<file path="src/rtl/load_store_unit.sv">
// Load/store unit: one request at a time, word-aligned memory cycles, word-crossing accesses split in two.
// Optional build macro MISALIGN_TRAP_EN: word-crossing accesses are rejected with respErr instead of split.
module load_store_unit #(
  parameter int addrWidth = 32,
  parameter int dataWidth = 32
) (
  input  logic                 clk,
  input  logic                 rst,
  input  logic                 reqValid,
  output logic                 reqReady,
  input  logic                 reqWrite,
  input  logic [addrWidth-1:0] reqAddr,
  input  logic [dataWidth-1:0] reqWdata,
  input  logic [2:0]           memOp,
  output logic                 respValid,
  input  logic                 respReady,
  output logic [dataWidth-1:0] respData,
  output logic                 respErr,
  output logic [addrWidth-1:0] memAddr,
  output logic                 memRe,
  output logic                 memWe,
  output logic [3:0]           memWmask,
  output logic [dataWidth-1:0] memWdata,
  input  logic [dataWidth-1:0] memRdata
);

  typedef enum logic [2:0] {IDLE, ACC0, ACC1, CAP, RESP} state_t;

  state_t                 state;
  logic                   split_q;
  logic                   write_q;
  logic [addrWidth-1:0]   word_q;
  logic [1:0]             off_q;
  logic [2:0]             op_q;
  logic [dataWidth-1:0]   wide_hi_q;
  logic [3:0]             lanes_hi_q;
  logic [dataWidth-1:0]   lo_q;

  logic [2:0]             req_size;
  logic                   req_legal;
  logic [3:0]             req_mask;
  logic [1:0]             req_off;
  logic                   req_split;
  logic                   req_trap;
  logic                   req_reject;
  logic [7:0]             req_lanes;
  logic [2*dataWidth-1:0] req_wide;
  logic [addrWidth-1:0]   req_word;

  // Aligns the (possibly two-word) read pair to the access offset and extends to full width.
  function automatic logic [dataWidth-1:0] load_extend(input logic [2*dataWidth-1:0] pair,
                                                       input logic [1:0] off,
                                                       input logic [2:0] op);
    logic [2*dataWidth-1:0] sh;
    logic signed [7:0]      b;
    logic signed [15:0]     h;
    logic signed [dataWidth-1:0] r;
    sh = pair >> {off, 3'b000};
    b  = sh[7:0];
    h  = sh[15:0];
    case (op)
      3'd0:    r = dataWidth'(b);
      3'd1:    r = dataWidth'(h);
      3'd4:    r = {24'b0, sh[7:0]};
      3'd5:    r = {16'b0, sh[15:0]};
      default: r = sh[dataWidth-1:0];
    endcase
    return r;
  endfunction

  always_comb begin
    req_size  = 3'd1;
    req_legal = 1'b1;
    case (memOp)
      3'd0:    req_size = 3'd1;
      3'd1:    req_size = 3'd2;
      3'd2:    req_size = 3'd4;
      3'd4:    req_legal = !reqWrite;
      3'd5:    begin req_size = 3'd2; req_legal = !reqWrite; end
      default: req_legal = 1'b0;
    endcase
    case (req_size)
      3'd1:    req_mask = 4'b0001;
      3'd2:    req_mask = 4'b0011;
      default: req_mask = 4'b1111;
    endcase
  end

  assign req_off   = reqAddr[1:0];
  assign req_split = ({1'b0, req_off} + req_size) > 3'd4;
  assign req_lanes = {4'b0000, req_mask} << req_off;
  assign req_wide  = {{dataWidth{1'b0}}, reqWdata} << {req_off, 3'b000};
  assign req_word  = {reqAddr[addrWidth-1:2], 2'b00};

`ifdef MISALIGN_TRAP_EN
  assign req_trap = req_split;
`else
  assign req_trap = 1'b0;
`endif

  assign req_reject = !req_legal || req_trap;
  assign reqReady   = (state == IDLE) && !rst;

  // Request fields are captured every idle cycle; the accepting edge leaves the live copy.
  always_ff @(posedge clk) begin
    if (state == IDLE) begin
      word_q     <= req_word;
      off_q      <= req_off;
      op_q       <= memOp;
      wide_hi_q  <= req_wide[2*dataWidth-1:dataWidth];
      lanes_hi_q <= req_lanes[7:4];
    end
    if (state == ACC1) lo_q <= memRdata;
  end

  always_ff @(posedge clk or posedge rst) begin
    if (rst) begin
      state     <= IDLE;
      split_q   <= 1'b0;
      write_q   <= 1'b0;
      memAddr   <= '0;
      memRe     <= 1'b0;
      memWe     <= 1'b0;
      memWmask  <= 4'b0;
      memWdata  <= '0;
      respValid <= 1'b0;
      respData  <= '0;
      respErr   <= 1'b0;
    end else begin
      case (state)
        IDLE: if (reqValid) begin
          split_q <= req_split;
          write_q <= reqWrite;
          if (req_reject) begin
            respErr   <= 1'b1;
            respData  <= '0;
            respValid <= 1'b1;
            state     <= RESP;
          end else begin
            memAddr  <= req_word;
            memRe    <= !reqWrite;
            memWe    <= reqWrite;
            memWmask <= reqWrite ? req_lanes[3:0] : 4'b0;
            memWdata <= reqWrite ? req_wide[dataWidth-1:0] : '0;
            state    <= ACC0;
          end
        end
        ACC0: if (split_q) begin
          // Strobes stay high; only address and lanes move to the next word.
          memAddr  <= word_q + addrWidth'(4);
          memWmask <= write_q ? lanes_hi_q : 4'b0;
          memWdata <= write_q ? wide_hi_q : '0;
          state    <= ACC1;
        end else begin
          memRe    <= 1'b0;
          memWe    <= 1'b0;
          memWmask <= 4'b0;
          if (write_q) begin
            respValid <= 1'b1;
            respErr   <= 1'b0;
            respData  <= '0;
            state     <= RESP;
          end else begin
            state <= CAP;
          end
        end
        ACC1: begin
          memRe    <= 1'b0;
          memWe    <= 1'b0;
          memWmask <= 4'b0;
          if (write_q) begin
            respValid <= 1'b1;
            respErr   <= 1'b0;
            respData  <= '0;
            state     <= RESP;
          end else begin
            state <= CAP;
          end
        end
        CAP: begin
          respData  <= load_extend(split_q ? {memRdata, lo_q} : {{dataWidth{1'b0}}, memRdata},
                                   off_q, op_q);
          respErr   <= 1'b0;
          respValid <= 1'b1;
          state     <= RESP;
        end
        RESP: if (respReady) begin
          respValid <= 1'b0;
          respErr   <= 1'b0;
          respData  <= '0;
          state     <= IDLE;
        end
        default: state <= IDLE;
      endcase
    end
  end

endmodule

</file>
<file path="config.mk">
export PLATFORM = sky130hd
export DESIGN_NAME = load_store_unit
export DESIGN_NICKNAME = d
export VERILOG_FILES = /design/src/rtl/load_store_unit.sv
export SDC_FILE = /design/constraint.sdc
export NUM_CORES = 1
export LEC_CHECK = 0
export BUFFER_PORTS_ARGS = -buffer_cell sky130_fd_sc_hd__buf_4
export CELL_PAD_IN_SITES_DETAIL_PLACEMENT = 1
export CELL_PAD_IN_SITES_GLOBAL_PLACEMENT = 1
export CORE_MARGIN = 4
export CORE_UTILIZATION = 47
export CTS_CLUSTER_DIAMETER = 120
export CTS_CLUSTER_SIZE = 14
export DETAILED_ROUTE_END_ITERATION = 6
export HOLD_SLACK_MARGIN = 0.06
export PLACE_DENSITY = 0.95
export SLEW_MARGIN = 20
export SYNTH_ARGS = -nofsm -noshare
export SYNTH_HDL_FRONTEND = slang
export SYNTH_SLANG_ARGS = --single-unit
</file>
<file path="constraint.sdc">
create_clock -name clk -period 12.6 [get_ports clk]
set_input_delay 1.89 -clock clk [delete_from_list [all_inputs] [get_ports clk]]
set_output_delay 1.89 -clock clk [all_outputs]
set_load 0.01 [all_outputs]
</file>
==> summary.md, run 1 <==
| Metric | Value |
|---|---|
| Top_reg_cell synth | `dfrtp_1` |
| Post-CTS Resized | `0` |
| Placement Cell Area | `12,000 um2` |
| Die H | `156 um` |
| Status | `complete, no violations` |
| CTS tree | `done` |
| Final min period | `4240 ps` |
| RSZ-0062 raised after global routing | `false` |
| Vias per inst | `6.28` |
| Multi-input logic area | `4470 um2` |
| Synth top cells by count | `nor2_1, dfrtp_1, nand2_1, edfxtp_1, mux2i_1` |
| Root buffer cell | `clkbuf_16` |
| Synth warn | `0` |
| Clk buf depth | `3` |
| Initial antenna violation count | `0` |
| Final nets | `1,238` |
| # diodes | `0` |
| Final Core Density | `58.8%` |
| Hold endpoint | `memAddr[2]` |
| Final hold vios | `0` |
| First-pass detailed-route iteration total | `5` |
| Count of cell types in the netlist | `65` |
| Clock Skew | `18.0 ps` |
| Final wirelength | `35,100 um` |
| Tot GR Track Use | `28.0%` |
| WS Path Type | `in -> out` |
| Register area | `5500 um2` |
| Via count | `8,893` |
| R2R setup slack | `9370 ps` |
| Total power | `2.88 mW` |
| EDFF count, synth | `94` |
| Die W | `156 um` |
| Fin area | `12,500 um2` |
| Synth area leaders | `edfxtp_1, dfrtp_1, mux2i_1` |
| Count of final setup violators | `0` |
| Crit start category | `primary input` |
| Worst Path Max Fanout | `2` |
| Hold_buf cts | `0` |
| Worst skew pair latency | `490 ps` |
| Final Hold Slack | `482 ps` |
| Mapped Cells | `957` |
| Synth top area share | `27.4%` |
| Clk slew on worst S/H paths | `70 ps` |
| Placed cells | `1,384` |
| Finished Layout Cells | `1,416` |
| CTS Sinks | `201` |
| DRC | `0` |
| Standard-cell rows | `53` |
| Number of buffers created by CTS | `18` |
| Initial drt markers | `711` |
| Routed Antenna Nets | `0` |
| Setup crit end kind | `primary output` |
| Maxcap violations | `0` |
| Layout fillers | `2,310` |
| R2R cell count | `4` |
| Top-count cell post-synth | `nor2_1` |
| Share of post-route cells with drive strength above 1 | `25.3%` |
| Synth area leader | `edfxtp_1` |
| Highest clock rate | `0.236 GHz` |
| Final Max Tran Viols | `0` |
| Post-Syn Area | `10,300 um2` |
| First-pass GRT wire length | `54,000 um` |
| DR WL/cell | `24.8 um` |
| H-tree depth | `1` |
| Worst path arrival time | `2350 ps` |
| GPL Wtd Cong | `0.840` |
| Slew @ Worst Pin | `1090 ps` |
| Leakage | `5.34 nW` |
| Largest net degree at the start of global routing | `71` |
| I/O Pins | `209` |
| Mapped Avg Cell Area | `10.8 um2` |
| Pre-CTS setup slack | `8350 ps` |
| Setup Buffers After CTS | `0` |
| Req. time, crit path | `10,710 ps` |
| Worst hold path class | `reg -> reg` |
| Total congestion overflow | `0` |
| Setup TNS | `0 ps` |
| Slew margin rel. | `26.7%` |
| I/O Buffers | `206` |
| Reg2reg start | `split_q` |
| Die footprint | `24,300 um2` |
| Post-synth ARST share | `53.2%` |
| Area grow syn2layout | `21.7%` |
| Period utilization | `33.7%` |
| Hold Crit Depth | `2` |
| Vias in the first global route | `9,482` |
| VDD IR max | `0.000116 V` |
| Seq/Total Area, Yosys | `53.4%` |
| Reg2reg end | `memAddr[13]` |
| Detailed placement HPWL | `23,700 um` |
| Final worst-path setup slack | `8360 ps` |
| #FFs+latches synth | `201` |
| Hold path start | `memAddr[2]` |
| Core box area | `21,300 um2` |
| Pwr/cell area | `230 nW/um2` |
| Initial core utilization | `48.3%` |
## sequential cells by signal, indices dropped and copies added (netlist names)
name and count:
memWdata 32, split_q 1, word_q 30, respErr 1, memWmask 4, op_q 3, state 3, lo_q 32
memRe 1, wide_hi_q 24, off_q 2, respValid 1, memAddr 30, respData 32, memWe 1, lanes_hi_q 3
write_q 1
## cells by family after synthesis
| logic type | share of synthesized area, % |
|---|---|
| adders and majority gates | 0.559 |
| and+or+nand+nor | 14.2 |
| muxes | 12.0 |
| xor gates and xnor gates | 2.38 |
| buffers and inverters | 3.56 |
| AOI/OAI and AO/OA | 13.8 |
| other | 0.0364 |
| DFF | 53.4 |
## where the power goes
group	leakage (nW)	total, mW	switching [mW]	internal [mW]
clock network	0.253	0.530	0.248	0.282
logic	2.81	1.16	0.681	0.475
registers	2.28	1.19	0.221	0.973
total	5.34	2.88	1.15	1.73
## per-layer routing
metal | up-vias | track usage, % | share of wire [%]
li1 | 3844 | - | -
met5 | - | 0 | 0
met3 | 97 | 5.27 | 8.3
met2 | 477 | 48.0 | 50
met4 | 0 | 10.7 | 4.0
met1 | 4475 | 35.4 | 38
## how the worst max path moves through the flow
stage / endpoint / cells after the start / start / slack [ps]
floorplan: memAddr[10] / 1 / rst / 7890
global placement: reqReady / 3 / rst / 8370
detailed placement: memAddr[13] / 6 / reqValid / 8350
CTS: reqReady / 3 / rst / 8360
global route: reqReady / 3 / rst / 8330
finish: reqReady / 3 / rst / 8360
## final cells by class
type,count,share of cell area [%]
sequential,201,43.9
multi-input combinational,679,35.7
timing repair buffer,216,13.0
clock buffer,30,4.13
tap,275,2.75
inverter,14,0.440
clock inverter,1,0.0899
## placed cells by master, fill, tap and decap left out, types with 21 or more instances in the layout
master    synthesis  routed
a21oi_1          46      46
nand3_1          24      24
dfrtp_1         107     106
nand2_1         100      99
o21ai_0          52      52
nor2_1          111     109
mux2i_1          79      79
buf_4             7     215
edfxtp_1         94      94
mux2_2           21      21
## critical path, stage by stage
cell and delay (ps):
buf_4 120, nor3_1 180, buf_4 160
Note: power is estimated with default switching activity, not from simulation.
==> run 2, diff against run 1 <==
ABC_AREA = 1   (was default)
CORE_UTILIZATION = 37   (was 47)
PLACE_DENSITY = 0.85   (was 0.95)
clock period = 3.4 ns   (was 12.6 ns; I/O delays follow)
==> run 2 against run 1 <==
Effect of this change:
- global-route usage down 5.1 points
- non-clock buffer count increased by 2
- via count grew 15%
- critical path depth up 6
- sequential share of layout area shrank 2.1 points
- sequential cell count stayed put
- design area increased by 4.9%
- total power grew to 3.8 times the previous value
- critical path type is now reg -> reg
- largest power group is now combinational logic
==> summary.md, run 2 <==
| Metric | Value |
|---|---|
| Core box area | `28,900 um2 (was 21,300 um2)` |
| Count of cell types in the netlist | `43 (was 65)` |
| DR WL/cell | `19.5 um (was 24.8 um)` |
| Status | `complete, no violations (unchanged)` |
| Worst skew pair latency | `500 ps (was 490 ps)` |
| Total power | `10.8 mW (was 2.88 mW)` |
| Number of buffers created by CTS | `18 (unchanged)` |
| Clock Skew | `17.4 ps (was 18.0 ps)` |
| H-tree depth | `1 (unchanged)` |
| Standard-cell rows | `62 (was 53)` |
| Top-count cell post-synth | `nand2_1 (was nor2_1)` |
| Period utilization | `72.1%` |
| Setup Buffers After CTS | `0 (unchanged)` |
| Worst path arrival time | `2860 ps (was 2350 ps)` |
| Final Max Tran Viols | `0 (unchanged)` |
| Routed Antenna Nets | `0 (unchanged)` |
| Initial drt markers | `863 (was 711)` |
| Via count | `10,200 (was 8,893)` |
| Final min period | `2450 ps` |
| Top_reg_cell synth | `dfrtp_1 (unchanged)` |
| Largest regs | `lo_q (32), memWdata (32), respData (32) (unchanged)` |
| Req. time, crit path | `3810 ps (was 10,710 ps)` |
| Most frequent cells in the layout | `nand2_1, buf_4, nor2_1 (was buf_4, nor2_1, dfrtp_1)` |
| Initial core utilization | `37.7% (was 48.3%)` |
| Detailed placement HPWL | `27,700 um (was 23,700 um)` |
| Share of post-route cells with drive strength above 1 | `17.7% (was 25.3%)` |
| Final wirelength | `37,900 um (was 35,100 um)` |
| Crit-path slowest cell | `inv_4 (was nor3_1)` |
| Seq/Total Area, Yosys | `50.6% (was 53.4%)` |
| Total congestion overflow | `0 (unchanged)` |
| Vias per inst | `5.27 (was 6.28)` |
| WS Path Type | `reg -> reg (was in -> out)` |
| Synth area leader | `edfxtp_1 (unchanged)` |
| Worst Path Max Fanout | `91 (was 2)` |
| Vias in the first global route | `10,900 (was 9,482)` |
| Highest clock rate | `0.408 GHz` |
| Initial antenna violation count | `1 (was 0)` |
| Final worst-path setup slack | `948 ps (was 8360 ps)` |
| Synth top cells by count | `nand2_1, nor2_1, dfrtp_1, nand3_1, edfxtp_1 (was nor2_1, dfrtp_1, nand2_1, edfxtp_1, mux2i_1)` |
| Clk buf depth | `3 (unchanged)` |
| Largest net degree at the start of global routing | `92 (was 71)` |
| Synth area leaders | `edfxtp_1, dfrtp_1, nand2_1 (was edfxtp_1, dfrtp_1, mux2i_1)` |
| Setup TNS | `0 ps (unchanged)` |
| RSZ-0062 raised after global routing | `false (unchanged)` |
| Synth top area share | `25.9% (was 27.4%)` |
| Pre-CTS setup slack | `828 ps (was 8350 ps)` |
| Synth warn | `0 (unchanged)` |
| EDFF count, synth | `94 (unchanged)` |
| Area grow syn2layout | `20.8% (was 21.7%)` |
| Crit-path cells | `inv_2 > nand3_4 > inv_2 > nand2_2 > nand2_4 > nand2_8 > inv_4 > o21ai_0 > o21ai_0 (was buf_4 > nor3_1 > buf_4)` |
| Crit start category | `register (was primary input)` |
| DRC | `0 (unchanged)` |
| #FFs+latches synth | `201 (unchanged)` |
| Setup crit end kind | `register (was primary output)` |
| GR met2 Demand/Resource | `38.0% (was 48.0%)` |
| Final nets | `1,651 (was 1,238)` |
| First-pass detailed-route iteration total | `5 (unchanged)` |
| First-pass GRT wire length | `60,500 um (was 54,000 um)` |
| I/O Pins | `209 (unchanged)` |
| Commonest non-fill, non-tap cell in the layout | `nand2_1 (was buf_4)` |
| Die footprint | `32,200 um2 (was 24,300 um2)` |
| Pwr/cell area | `824 nW/um2 (was 230 nW/um2)` |
| Root buffer cell | `clkbuf_16 (unchanged)` |
| Tot GR Track Use | `22.9% (was 28.0%)` |
| VDD IR max | `0.000445 V (was 0.000116 V)` |
| Slew margin rel. | `38.0% (was 26.7%)` |
| I/O Buffers | `206 (unchanged)` |
| Met3 Use GR | `4.00% (was 5.27%)` |
| Count of final setup violators | `0 (unchanged)` |
| Slew @ Worst Pin | `931 ps (was 1090 ps)` |
| R2R setup slack | `950 ps (was 9370 ps)` |
| Delay of the slowest critical-path stage | `470 ps (was 180 ps)` |
| GPL Wtd Cong | `0.931 (was 0.840)` |
| Maxcap violations | `0 (unchanged)` |
| Hold_buf cts | `0 (unchanged)` |
| Leakage | `6.22 nW (was 5.34 nW)` |
| CTS tree | `done (unchanged)` |
| Post-Syn Area | `10,900 um2 (was 10,300 um2)` |
| # diodes | `0 (unchanged)` |
| Final Hold Slack | `73.3 ps (was 482 ps)` |
| Post-synth ARST share | `53.2% (unchanged)` |
| Met1 Usage GRT | `30.8% (was 35.4%)` |
| Post-CTS Resized | `0 (unchanged)` |
| GR peak layer | `met2 (unchanged)` |
| Worst hold path class | `in -> async (was reg -> reg)` |
| Die H | `179 um (was 156 um)` |
| Final hold vios | `0 (unchanged)` |
| Mapped Avg Cell Area | `7.92 um2 (was 10.8 um2)` |
| Mapped Cells | `1,374 (was 957)` |
| Die W | `179 um (was 156 um)` |
| CTS Sinks | `201 (unchanged)` |
| Clk slew on worst S/H paths | `80 ps (was 70 ps)` |
==> run 2: cell count changes after synthesis, sizes merged, moves of 12 or more <==
cell,delta
and3,-18
mux2i,-79
inv,+68
o21ai,+19
clkbuf,-12
nand2,+446
nor2,+33
a21oi,-19
buf,+18
nand3,+87
mux2,-21
a221oi,-14
==> run 2: report_power, final <==
part	total, mW	switching (mW)	internal, mW
Combinational	4.68	3.09	1.58
Clock	2.01	0.957	1.05
Sequential	4.14	0.610	3.53
==> run 2: critical path: cells and delay by family, from the launching register on <==
kind                   cells  cell delay, ps
AOI/OAI and AO/OA          2             330
buffers and inverters      3             770
and+or+nand+nor            4             730
DFF                        1             450
==> run 2: cell families after synthesis <==
family,Yosys count,share of synthesized area [%]
XOR/XNOR,12,0.966
buffers and inverters,151,6.58
AO/OA/AOI/OAI,179,9.66
AND/OR/NAND/NOR,826,31.7
adder cells (fa/ha/maj),4,0.529
other,1,0.0345
flip-flops,201,50.6
==> run 2: stage by stage <==
step | utilization [%] | instances | instance area, um2
after CTS | 45.5 | 1939 | 13100
after detailed placement | 43.7 | 1907 | 12600
final | 45.5 | 1939 | 13100
after floorplan | - | 1375 | 10900
after global placement | 43.7 | 1907 | 12600
after global routing | 45.5 | 1939 | 13100
==> run 2: worst paths after layout <==
kind | depth (start not counted) | start | endpoint
min in group clk | 1 | memRdata[25] | lo_q[25]
max in group asynchronous | 3 | rst | respData[18]
setup reg to reg | 9 | state[2] | memAddr[12]
hold / removal | 2 | rst | memWdata[8]
hold reg to reg | 2 | respData[18] | respData[18]
setup / recovery | 9 | state[2] | memAddr[12]
==> run 2: final cells by class <==
cell class                      count  area, um2
Clock inverter                      1       11.3
Sequential cell                   201       5500
Multi-Input combinational cell   1023       4670
Tap cell                          384        480
Clock buffer                       31        520
Inverter                           81        312
Fill cell                        3561      15700
Timing Repair Buffer              218       1650
==> run 2: layer usage <==
metal / up-vias / wire length, um
met3: 72 / 2190
met4: 2 / 1270
met5: - / 20
li1: 4817 / -
met1: 4997 / 16600
met2: 323 / 17700
==> run 3, diff against run 2 <==
clock period = 2 ns   (was 3.4 ns; I/O delays follow)
==> run 3 against run 2 <==
Effect of this change:
- setup slack got worse by 820 ps
- clock skew fell by 1.4 ps
- largest cell class unchanged
- largest power group unchanged
- critical path depth fell by 3
==> summary.md, run 3 (same netlist as run 2, synthesis figures left out) <==
| Metric | Value |
|---|---|
| Req. time, crit path | `2410 ps (was 3810 ps)` |
| Total congestion overflow | `0 (unchanged)` |
| Root buffer cell | `clkbuf_16 (unchanged)` |
| CTS tree | `done (unchanged)` |
| Detailed placement HPWL | `28,200 um (was 27,700 um)` |
| Crit start category | `register (unchanged)` |
| Share of post-route cells with drive strength above 1 | `18.9% (was 17.7%)` |
| Finished Layout Cells | `2,039 (was 1,939)` |
| Area grow syn2layout | `30.3% (was 20.8%)` |
| R2R setup slack | `130 ps (was 950 ps)` |
| Met1 Usage GRT | `31.1% (was 30.8%)` |
| Clock Skew | `16.1 ps (was 17.4 ps)` |
| First-pass detailed-route iteration total | `5 (unchanged)` |
| Routed Antenna Nets | `0 (unchanged)` |
| Delay of the slowest critical-path stage | `480 ps (was 470 ps)` |
| Die W | `179 um (unchanged)` |
| Maxcap violations | `0 (unchanged)` |
| First-pass GRT wire length | `63,300 um (was 60,500 um)` |
| Final min period | `1870 ps (was 2450 ps)` |
| Clk buf depth | `3 (unchanged)` |
| Largest regs | `lo_q (32), memWdata (32), respData (32) (unchanged)` |
| Setup TNS | `0 ps (unchanged)` |
| Sw Pwr | `8.19 mW (was 4.66 mW)` |
| Status | `complete, no violations (unchanged)` |
| Comb power frac | `45.5% (was 43.2%)` |
| Final wirelength | `39,800 um (was 37,900 um)` |
| Largest net degree at the start of global routing | `61 (was 92)` |
| H-tree depth | `1 (unchanged)` |
| Leakage | `6.69 nW (was 6.22 nW)` |
| Commonest non-fill, non-tap cell in the layout | `nand2_1 (unchanged)` |
| WS Path Type | `reg -> reg (unchanged)` |
| Most frequent cells in the layout | `nand2_1, buf_4, nor2_1 (unchanged)` |
| CTS Sinks | `201 (unchanged)` |
| Clock share of power | `17.8% (was 18.5%)` |
| Hold path start | `reqWrite` |
| Final Max Tran Viols | `0 (unchanged)` |
| Period utilization | `93.6% (was 72.1%)` |
| Switching share of power | `42.7% (was 43.1%)` |
| Vias in the first global route | `11,500 (was 10,900)` |
| Sequential share of power | `36.7% (was 38.3%)` |
| GPL Wtd Cong | `0.887 (was 0.931)` |
| Worst path arrival time | `2280 ps (was 2860 ps)` |
| Number of buffers created by CTS | `18 (unchanged)` |
| Hold endpoint | `write_q` |
| Final hold vios | `0 (unchanged)` |
| GR peak layer | `met2 (unchanged)` |
| Reg2reg end | `memAddr[15] (was memAddr[12])` |
| Via count | `10,700 (was 10,200)` |
| Count of final setup violators | `0 (unchanged)` |
| DRC | `0 (unchanged)` |
| Critical path's most frequent cell | `nand3_1` |
| Crit-path cells | `nand3_1 > nor2_2 > nand2_1 > o21bai_1 > nand3_1 > a21oi_1 (was inv_2 > nand3_4 > inv_2 > nand2_2 > nand2_4 > nand2_8 > inv_4 > o21ai_0 > o21ai_0)` |
| Pwr/cell area | `1350 nW/um2 (was 824 nW/um2)` |
| Slew margin rel. | `62.3% (was 38.0%)` |
| Standard-cell rows | `62 (unchanged)` |
| Placed cells | `1,935 (was 1,907)` |
| Initial core utilization | `37.7% (unchanged)` |
| Crit-path slowest cell | `edfxtp_1 (was inv_4)` |
| VDD IR max | `0.000826 V (was 0.000445 V)` |
| Final nets | `1,750 (was 1,651)` |
| Slew @ Worst Pin | `560 ps (was 931 ps)` |
| Reg2reg start | `word_q[4] (was state[2])` |
| Initial antenna violation count | `2 (was 1)` |
| Setup crit end kind | `register (unchanged)` |
| I/O Pins | `209 (unchanged)` |
| Worst Path Max Fanout | `6 (was 91)` |
| Tot GR Track Use | `24.0% (was 22.9%)` |
| RSZ-0062 raised after global routing | `false (unchanged)` |
| Clk slew on worst S/H paths | `80 ps (about the same)` |
| Hold Crit Depth | `3` |
| Core box area | `28,900 um2 (unchanged)` |
| Die H | `179 um (unchanged)` |
| Worst skew pair latency | `490 ps (was 500 ps)` |
| GR met2 Demand/Resource | `41.3% (was 38.0%)` |
| Initial drt markers | `893 (was 863)` |
| DR WL/cell | `19.5 um (about the same)` |
| Internal power | `11.0 mW (was 6.16 mW)` |
| I/O Buffers | `206 (unchanged)` |
| Worst hold path class | `in -> reg (was in -> async)` |
| Highest clock rate | `0.534 GHz (was 0.408 GHz)` |
| Final Core Density | `49.1% (was 45.5%)` |
| R2R cell count | `6 (was 9)` |
| Final Hold Slack | `100 ps (was 73.3 ps)` |
| Vias per inst | `5.25 (was 5.27)` |
| Met3 Use GR | `3.96% (was 4.00%)` |
| Die footprint | `32,200 um2 (unchanged)` |
[run 3: cell types whose count changed in the layout (fill, tap and decap cells not counted), sizes merged]
cell and delta:
clkbuf -1, dlygate4sd3 +66, clkinvlp +1, diode +2
buf +33, inv -1
[run 3: cell type report]
cell class,count,area (um2)
multi-input cells,1023,4680
repair buffers,317,2660
clock buffers,30,517
well taps,384,480
fillers,3572,14700
clock inverters,1,11.3
flip-flops and latches,201,5500
diodes,2,5.00
inverters,81,325
[run 3: layer usage]
metal / share of wire (%) / up-vias
met2: 49 / 330
met1: 43 / 5265
met3: 4.8 / 86
li1: - / 5018
met4: 3.4 / 0
met5: 0 / -
[run 3: repair_timing]
item,4_1_cts,5_1_grt
hold buffers,66,0
resized for setup,0,9
endpoints found under the hold margin,77,0
setup endpoints to repair,0,25
buffers inserted,0,5
[run 3: power by group through the flow]
stage	clock [mW]	sequential (mW)	combinational [mW]
floorplan	0	7.07	4.89
global placement	0	7.02	8.17
detailed placement	0	7.06	8.44
CTS	3.46	7.00	8.60
global route	3.64	7.18	9.67
finish	3.41	7.03	8.72
[run 3: worst max-delay path: cells and delay by family (launching register included)]
kind,cells,cell delay [ps]
flops,1,480
simple gates,4,950
compound gates,2,360
[run 3: worst max-delay path by stage]
| stage | start | end | slack (ps) |
|---|---|---|---|
| floorplan | state[1] | memWdata[1] | 30 |
| global placement | split_q | respData[9] | 210 |
| detailed placement | state[1] | memWdata[20] | 150 |
| CTS | state[1] | reqReady | 80 |
| global route | word_q[4] | memAddr[15] | 3 |
| finish | word_q[4] | memAddr[15] | 130 |
[run 3: stage by stage]
step	setup slack, ps	cell area, um2	power, mW
floorplan	25.9	10900	12.0
global placement	210	12900	15.2
detailed placement	155	12900	15.5
CTS	79.4	14100	19.1
global route	3.13	14200	20.5
finish	128	14200	19.2
